## src/rtl/axis_route_update_ctrl.sv

```systemverilog
// ---------------------------------------------------------------------------
// axis_route_update_ctrl
//
// Purpose: sequences a run-time change of one region's tdest (route_out entry)
// feeding the vFPGA AXI4-Stream switch. A request is accepted, the target
// region's DTU sink stream is drained to a packet boundary, that stream is
// gated for SETTLE_CYCLES so the switch arbiter can settle, the new route is
// committed, the gate is released and a completion is returned.
// Only valid/ready/last pass through this block; tdata/tkeep/tid bypass it.
//
// Ports:
//   aclk, areset                  clock, synchronous active-high reset
//   cfg_req_valid/ready/id/route  route-change request (one at a time)
//   cfg_rsp_valid/ready/id/err    completion (err: 00 ok, 01 timeout, 10 bad id)
//   s_tvalid, s_tlast, s_tready   per-region DTU sink handshake
//   m_tvalid, m_tready            per-region switch-input handshake
//   route_out                     per-region 8-bit tdest, region i at [i*8 +: 8]
//   busy                          sequencer not idle
// ---------------------------------------------------------------------------
module axis_route_update_ctrl #(
  parameter int         N_ID          = 4,
  parameter int         SETTLE_CYCLES = 4,
  parameter int         DRAIN_TIMEOUT = 1024,
  parameter logic [7:0] DEFAULT_ROUTE = 8'h00
) (
  input  logic              aclk,
  input  logic              areset,
  input  logic              cfg_req_valid,
  output logic              cfg_req_ready,
  input  logic [7:0]        cfg_req_id,
  input  logic [7:0]        cfg_req_route,
  output logic              cfg_rsp_valid,
  input  logic              cfg_rsp_ready,
  output logic [7:0]        cfg_rsp_id,
  output logic [1:0]        cfg_rsp_err,
  input  logic [N_ID-1:0]   s_tvalid,
  input  logic [N_ID-1:0]   s_tlast,
  output logic [N_ID-1:0]   s_tready,
  output logic [N_ID-1:0]   m_tvalid,
  input  logic [N_ID-1:0]   m_tready,
  output logic [N_ID*8-1:0] route_out,
  output logic              busy
);

  typedef enum logic [2:0] {
    ST_IDLE,
    ST_DRAIN,
    ST_SETTLE,
    ST_COMMIT,
    ST_RESP
  } state_t;

  localparam logic [1:0] ERR_OK      = 2'b00;
  localparam logic [1:0] ERR_TIMEOUT = 2'b01;
  localparam logic [1:0] ERR_BAD_ID  = 2'b10;

  state_t            state_q, state_d;
  logic [7:0]        req_id_q, req_id_d;
  logic [7:0]        req_route_q, req_route_d;
  logic [31:0]       cnt_q, cnt_d;
  logic [N_ID-1:0]   gate_q, gate_d;
  logic [N_ID-1:0]   in_pkt_q, in_pkt_d;
  logic [7:0]        route_q [N_ID];
  logic [7:0]        route_d [N_ID];
  logic [7:0]        rsp_id_q, rsp_id_d;
  logic [1:0]        rsp_err_q, rsp_err_d;

  logic [N_ID-1:0]   quiet;
  logic [N_ID-1:0]   id_hit;     // one-hot decode of the latched region id
  logic              quiet_sel;

  // -------------------------------------------------------------------------
  // Per-region passthrough, packet tracker and boundary detection
  // -------------------------------------------------------------------------
  for (genvar gi = 0; gi < N_ID; gi++) begin : g_region
    assign m_tvalid[gi] = s_tvalid[gi] & ~gate_q[gi];
    assign s_tready[gi] = m_tready[gi] & ~gate_q[gi];

    // Tracks on m_tready rather than s_tready: a beat seen while gated cannot
    // be withdrawn, so it will transfer later with the same tlast and the
    // tracked state is equivalent.
    assign in_pkt_d[gi] = (s_tvalid[gi] & m_tready[gi]) ? ~s_tlast[gi]
                                                        : in_pkt_q[gi];

    // Quiet: either the last beat is transferring this cycle, or nothing is
    // offered and we are between packets. A pending non-last beat keeps the
    // region busy, so an offered beat is never cut off by the gate.
    assign quiet[gi] = s_tvalid[gi] ? (m_tready[gi] & s_tlast[gi])
                                    : ~in_pkt_q[gi];

    assign id_hit[gi] = (req_id_q == 8'(gi));

    assign route_out[gi*8 +: 8] = route_q[gi];
  end

  assign quiet_sel     = |(quiet & id_hit);
  assign cfg_rsp_valid = (state_q == ST_RESP);
  assign cfg_rsp_id    = rsp_id_q;
  assign cfg_rsp_err   = rsp_err_q;
  assign busy          = (state_q != ST_IDLE);

  // -------------------------------------------------------------------------
  // Sequencer next-state / outputs
  // -------------------------------------------------------------------------
  always_comb begin
    state_d       = state_q;
    req_id_d      = req_id_q;
    req_route_d   = req_route_q;
    cnt_d         = cnt_q;
    gate_d        = gate_q;
    route_d       = route_q;
    rsp_id_d      = rsp_id_q;
    rsp_err_d     = rsp_err_q;
    cfg_req_ready = 1'b0;

    case (state_q)
      ST_IDLE: begin
        cfg_req_ready = ~areset;
        if (cfg_req_valid && !areset) begin
          req_id_d    = cfg_req_id;
          req_route_d = cfg_req_route;
          cnt_d       = '0;
          if ({1'b0, cfg_req_id} >= 9'(N_ID)) begin
            rsp_id_d  = cfg_req_id;
            rsp_err_d = ERR_BAD_ID;
            state_d   = ST_RESP;
          end else begin
            state_d   = ST_DRAIN;
          end
        end
      end

      ST_DRAIN: begin
        // Boundary wins over timeout when both occur in the same cycle.
        if (quiet_sel) begin
          gate_d  = gate_q | id_hit;
          cnt_d   = '0;
          state_d = ST_SETTLE;
        end else if (cnt_q == 32'(DRAIN_TIMEOUT - 1)) begin
          rsp_id_d  = req_id_q;
          rsp_err_d = ERR_TIMEOUT;
          state_d   = ST_RESP;
        end else begin
          cnt_d = cnt_q + 32'd1;
        end
      end

      ST_SETTLE: begin
        if (cnt_q == 32'(SETTLE_CYCLES - 1)) begin
          cnt_d   = '0;
          state_d = ST_COMMIT;
        end else begin
          cnt_d = cnt_q + 32'd1;
        end
      end

      ST_COMMIT: begin
        for (int i = 0; i < N_ID; i++) begin
          if (id_hit[i]) begin
            route_d[i] = req_route_q;
          end
        end
        // Route update and gate release land on the same edge.
        gate_d    = gate_q & ~id_hit;
        rsp_id_d  = req_id_q;
        rsp_err_d = ERR_OK;
        state_d   = ST_RESP;
      end

      ST_RESP: begin
        if (cfg_rsp_ready) begin
          state_d = ST_IDLE;
        end
      end

      default: begin
        state_d = ST_IDLE;
      end
    endcase
  end

  // -------------------------------------------------------------------------
  // State registers
  // -------------------------------------------------------------------------
  always_ff @(posedge aclk) begin
    if (areset) begin
      state_q     <= ST_IDLE;
      req_id_q    <= '0;
      req_route_q <= '0;
      cnt_q       <= '0;
      gate_q      <= '0;
      in_pkt_q    <= '0;
      rsp_id_q    <= '0;
      rsp_err_q   <= ERR_OK;
      for (int i = 0; i < N_ID; i++) begin
        route_q[i] <= DEFAULT_ROUTE;
      end
    end else begin
      state_q     <= state_d;
      req_id_q    <= req_id_d;
      req_route_q <= req_route_d;
      cnt_q       <= cnt_d;
      gate_q      <= gate_d;
      in_pkt_q    <= in_pkt_d;
      rsp_id_q    <= rsp_id_d;
      rsp_err_q   <= rsp_err_d;
      for (int i = 0; i < N_ID; i++) begin
        route_q[i] <= route_d[i];
      end
    end
  end

endmodule

```

## config.mk

```make
export PLATFORM = sky130hd
export DESIGN_NAME = axis_route_update_ctrl
export DESIGN_NICKNAME = d
export VERILOG_FILES = /design/src/rtl/axis_route_update_ctrl.sv
export SDC_FILE = /design/constraint.sdc
export NUM_CORES = 1
export LEC_CHECK = 0
export ABC_AREA = 1
export BUFFER_PORTS_ARGS = -buffer_cell sky130_fd_sc_hd__buf_2
export CORE_ASPECT_RATIO = 0.9
export CORE_MARGIN = 4
export CORE_UTILIZATION = 55
export DETAILED_ROUTE_END_ITERATION = 8
export PLACE_DENSITY = 0.75
export SLEW_MARGIN = 10
export SYNTH_ARGS = -nofsm -noshare
export SYNTH_HDL_FRONTEND = slang
export SYNTH_SLANG_ARGS = --single-unit
```

## constraint.sdc

```tcl
create_clock -name aclk -period 3.5 [get_ports aclk]
set_input_delay 0.875 -clock aclk [delete_from_list [all_inputs] [get_ports aclk]]
set_output_delay 0.875 -clock aclk [all_outputs]
set_load 0.01 [all_outputs]
```

==> out/results.md <==
| Parameter | Value | Unit |
|---|---|---|
| Outcome | finished clean | - |
| Number of global-route vias before repair | 5,034 | - |
| Accumulated negative setup slack | 0 | ns |
| Post-synthesis cell count | 862 | - |
| Synth-to-layout area growth | 12.39 | % |
| Cell chosen for the clock root | clkbuf_8 | - |
| Area contributors post-synth | dfxtp_1, nand2_1, nor2_1 | - |
| Placement row count | 33 | - |
| Number of buffers inserted during clock tree synthesis | 9 | - |
| Most common library cell in the layout ignoring fill and taps | nand2_1 | - |
| Required time of the worst setup path | 2.62 | ns |
| Remaining Overflow, GRT | 0 | - |
| Via Count | 5,551 | - |
| Sequential element share of the synthesized area | 0.3756 | - |
| Overall track demand over capacity in global routing | 0.2608 | - |
| Clock tree from TritonCTS | yes | - |
| Largest area contributor in the netlist | dfxtp_1 | - |
| Unrepaired setup endpoints after global routing | no | - |
| Filler-free cell count of the finished design | 1,061 | - |
| Core Region | 9331 | um2 |
| Cell leakage power | 2.897 | nW |
| Die outline width | 112.3 | um |
| Post_cts resized | 0 | - |
| Cell repeated most along the worst path | nor2_1 | - |
| Number of remaining DRC errors | 0 | - |
| Startpoint kind of the worst setup timing path | flip-flop | - |
| Quantity of I/O buffers inserted on ports | 84 | - |
| Antenna Cells | 0 | - |
| Reported max-cap violation count | 0 | - |
| Tightest slew margin relative to the limit | 0.4278 | - |
| Slew at the pin closest to its max-slew limit | 0.8552 | ns |
| Setup slack of the most critical reg-to-reg path | 1.12 | ns |
| Full die area | 11,440 | um2 |
| Setup bufs post-CTS | 0 | - |
| Unique cell type count in the Yosys netlist | 32 | - |
| Biggest fanout along the worst timing path | 4 | - |
| Antenna-violating nets left | 0 | - |
| Most used cells in the layout excluding fill and tap cells | nand2_1, nor2_1, inv_1 | - |
| Post-synthesis net count | 895 | - |
| Number of endpoints with negative hold slack in the final report | 0 | - |
| Shortest period the worst path allows | 2.382 | ns |
| Layout net count | 967 | - |
| Category of the critical setup timing path | flip-flop to primary output | - |
| Pin count of the biggest net entering global routing | 47 | - |
| Sinks on the clock net | 101 | - |
| Final WL | 14,670 | um |
| Worst-Skew Late Latency | 0.38 | ns |
| Power density over the cells | 358.8 | nW/um2 |
| Final Skew | 0.01118 | ns |
| Pins over their slew limit | 0 | - |
| Worst vdd rail ir drop | 0.0003381 | V |
| Cell breakdown of the critical path | or2_1 -> nor2_1 -> inv_1 -> nor2_1 -> buf_2 | - |
| Class of the most critical hold timing path | flip-flop to flip-flop | - |
| Wire per inst | 13.83 | um |
| Fraction of final layout cells with drive strength greater than 1 | 0.1384 | - |
| Number of warning messages in the yosys log | 0 | - |
| Detailed-route vias per instance | 5.232 | - |
| Number of iterations in the first detailed-routing pass | 5 | - |
| CTS H-Tree Depth | 3 | - |
| Filler Cells Inserted | 874 | - |
| Mean Syn Cell Area | 6.246 | um2 |
| Critical Path Max Stage Delay | 0.33 | ns |
| Detailed router's first-iteration violation count | 515 | - |
| Slowest cell on crit path | dfxtp_1 | - |
| Wire length of the first global-routing pass | 24,290 | um |
| Buffer levels on the longest clock path | 2 | - |
| Kind of capture point of the worst setup path | primary output | - |
| Initial cell density of the core | 0.5770 | - |
| Last weighted congestion value of the routability-driven placer | 0.9490 | - |
| Yosys top cell area share | 0.3756 | - |
| Final critical-path share of the clock period | 0.6806 | - |
| Post-Place Cells | 1,045 | - |
| Clock transition time at the flip-flop clock pins of the worst setup and hold paths | 0.10 | ns |
| Die height | 101.9 | um |
| Synthesized flop and latch total | 101 | - |
| CTS hold repair buffers | 0 | - |
| Number of antenna violations at the first check in global routing | 0 | - |
| Synthesized area | 5384 | um2 |
| Number of ports placed on the die boundary | 85 | - |
| Data arrival time at the worst-slack endpoint | 1.51 | ns |
| Timing-limited maximum frequency | 0.4198 | GHz |
| Dpl hpwl | 11,320 | um |
| Final setup viols | 0 | - |
-- Yosys cell counts --
cell type,number
a21oi_1,58
clkbuf_1,10
nor2_4,1
nor3_1,5
clkinv_2,1
dfxtp_1,101
o211ai_1,1
or2_1,1
nand2_2,4
buf_1,2
xor2_1,7
a21boi_0,1
inv_1,110
o21ai_0,47
buf_2,13
ha_1,1
nand3b_1,4
nand3_2,6
nand4_1,15
o21ai_1,1
nor2_1,148
o21ai_2,1
nand3_1,62
o31ai_1,14
clkbuf_2,1
and3_1,2
buf_8,1
nand2_1,232
inv_2,3
nor2_2,5
buf_4,2
buf_6,2
-- critical path: cells and delay by family (launching register included) --
kind / cells / cell delay (ns)
buf+inv: 2 / 0.24
flops: 1 / 0.33
simple gates: 3 / 0.56
-- cell families (layout without fill, tap and decap cells) --
logic type,count (synthesis),after routing,synth area share
adders and majority gates,1,1,0.002324
xor gates and xnor gates,7,7,0.01139
and+or+nand+nor,485,485,0.3774
buffers and inverters,145,222,0.1109
AOI/OAI and AO/OA,123,123,0.1225
DFF,101,101,0.3756
-- layer usage --
metal	track usage	routed length (um)	part of all wire	up-vias
li1	-	-	-	2857
met1	0.3616	6843	0.47	2497
met2	0.4187	6490	0.44	174
met3	0.06157	1133	0.077	23
met4	0.05823	204	0.014	0
met5	0	0	0	-
-- power by group --
part	leakage (nW)	switching [mW]	total (mW)	internal, mW
registers	0.820	0.0178	1.20	1.18
clock network	0.0985	0.455	0.738	0.283
logic	1.98	0.160	0.237	0.0763
total	2.90	0.633	2.17	1.54
-- flip-flops by register name (all words and copies together), names as in the netlist, named ones only --
signal,flops
cnt_q,32
route_out,32
req_route_q,8
cfg_rsp_err,2
in_pkt_q,4
state_q,3
req_id_q,8
cfg_rsp_id,8
-- path summary, 6_finish.rpt --
| path | cells after the start | startpoint | end |
|---|---|---|---|
| min reg2reg | 2 | cfg_rsp_err[1] | cfg_rsp_err[1] |
| max | 5 | state_q[2] | cfg_req_ready |
| min | 2 | cfg_rsp_err[1] | cfg_rsp_err[1] |
| max reg2reg | 14 | state_q[2] | cnt_q[18] |
-- per-stage QoR --
| stage | power [mW] | area [um2] | util | hold WS, ns | worst slack (ns) |
|---|---|---|---|---|---|
| floorplan | 1.378 | 5384 | - | 0.4463 | 1.182 |
| CTS | 2.186 | 6051 | 0.6484 | 0.4882 | 1.114 |
| global placement | 1.450 | 5852 | 0.6271 | 0.4647 | 0.9283 |
| detailed placement | 1.456 | 5852 | 0.6271 | 0.4719 | 0.8385 |
| finish | 2.171 | 6051 | 0.6484 | 0.4870 | 1.118 |
| global route | 2.270 | 6051 | 0.6484 | 0.5040 | 0.8723 |
-- final cells by class --
class                   instances  area (um2)  area share
flip-flops and latches        101        2022      0.3342
inverters                     114       429.2     0.07093
repair buffers                 92       480.5     0.07940
clock inverters                 7       75.07     0.01241
well taps                     122       152.6     0.02523
clock buffers                   9       123.9     0.02047
multi-input cells             616        2768      0.4574
No activity file was read; power rests on OpenSTA's default activity.
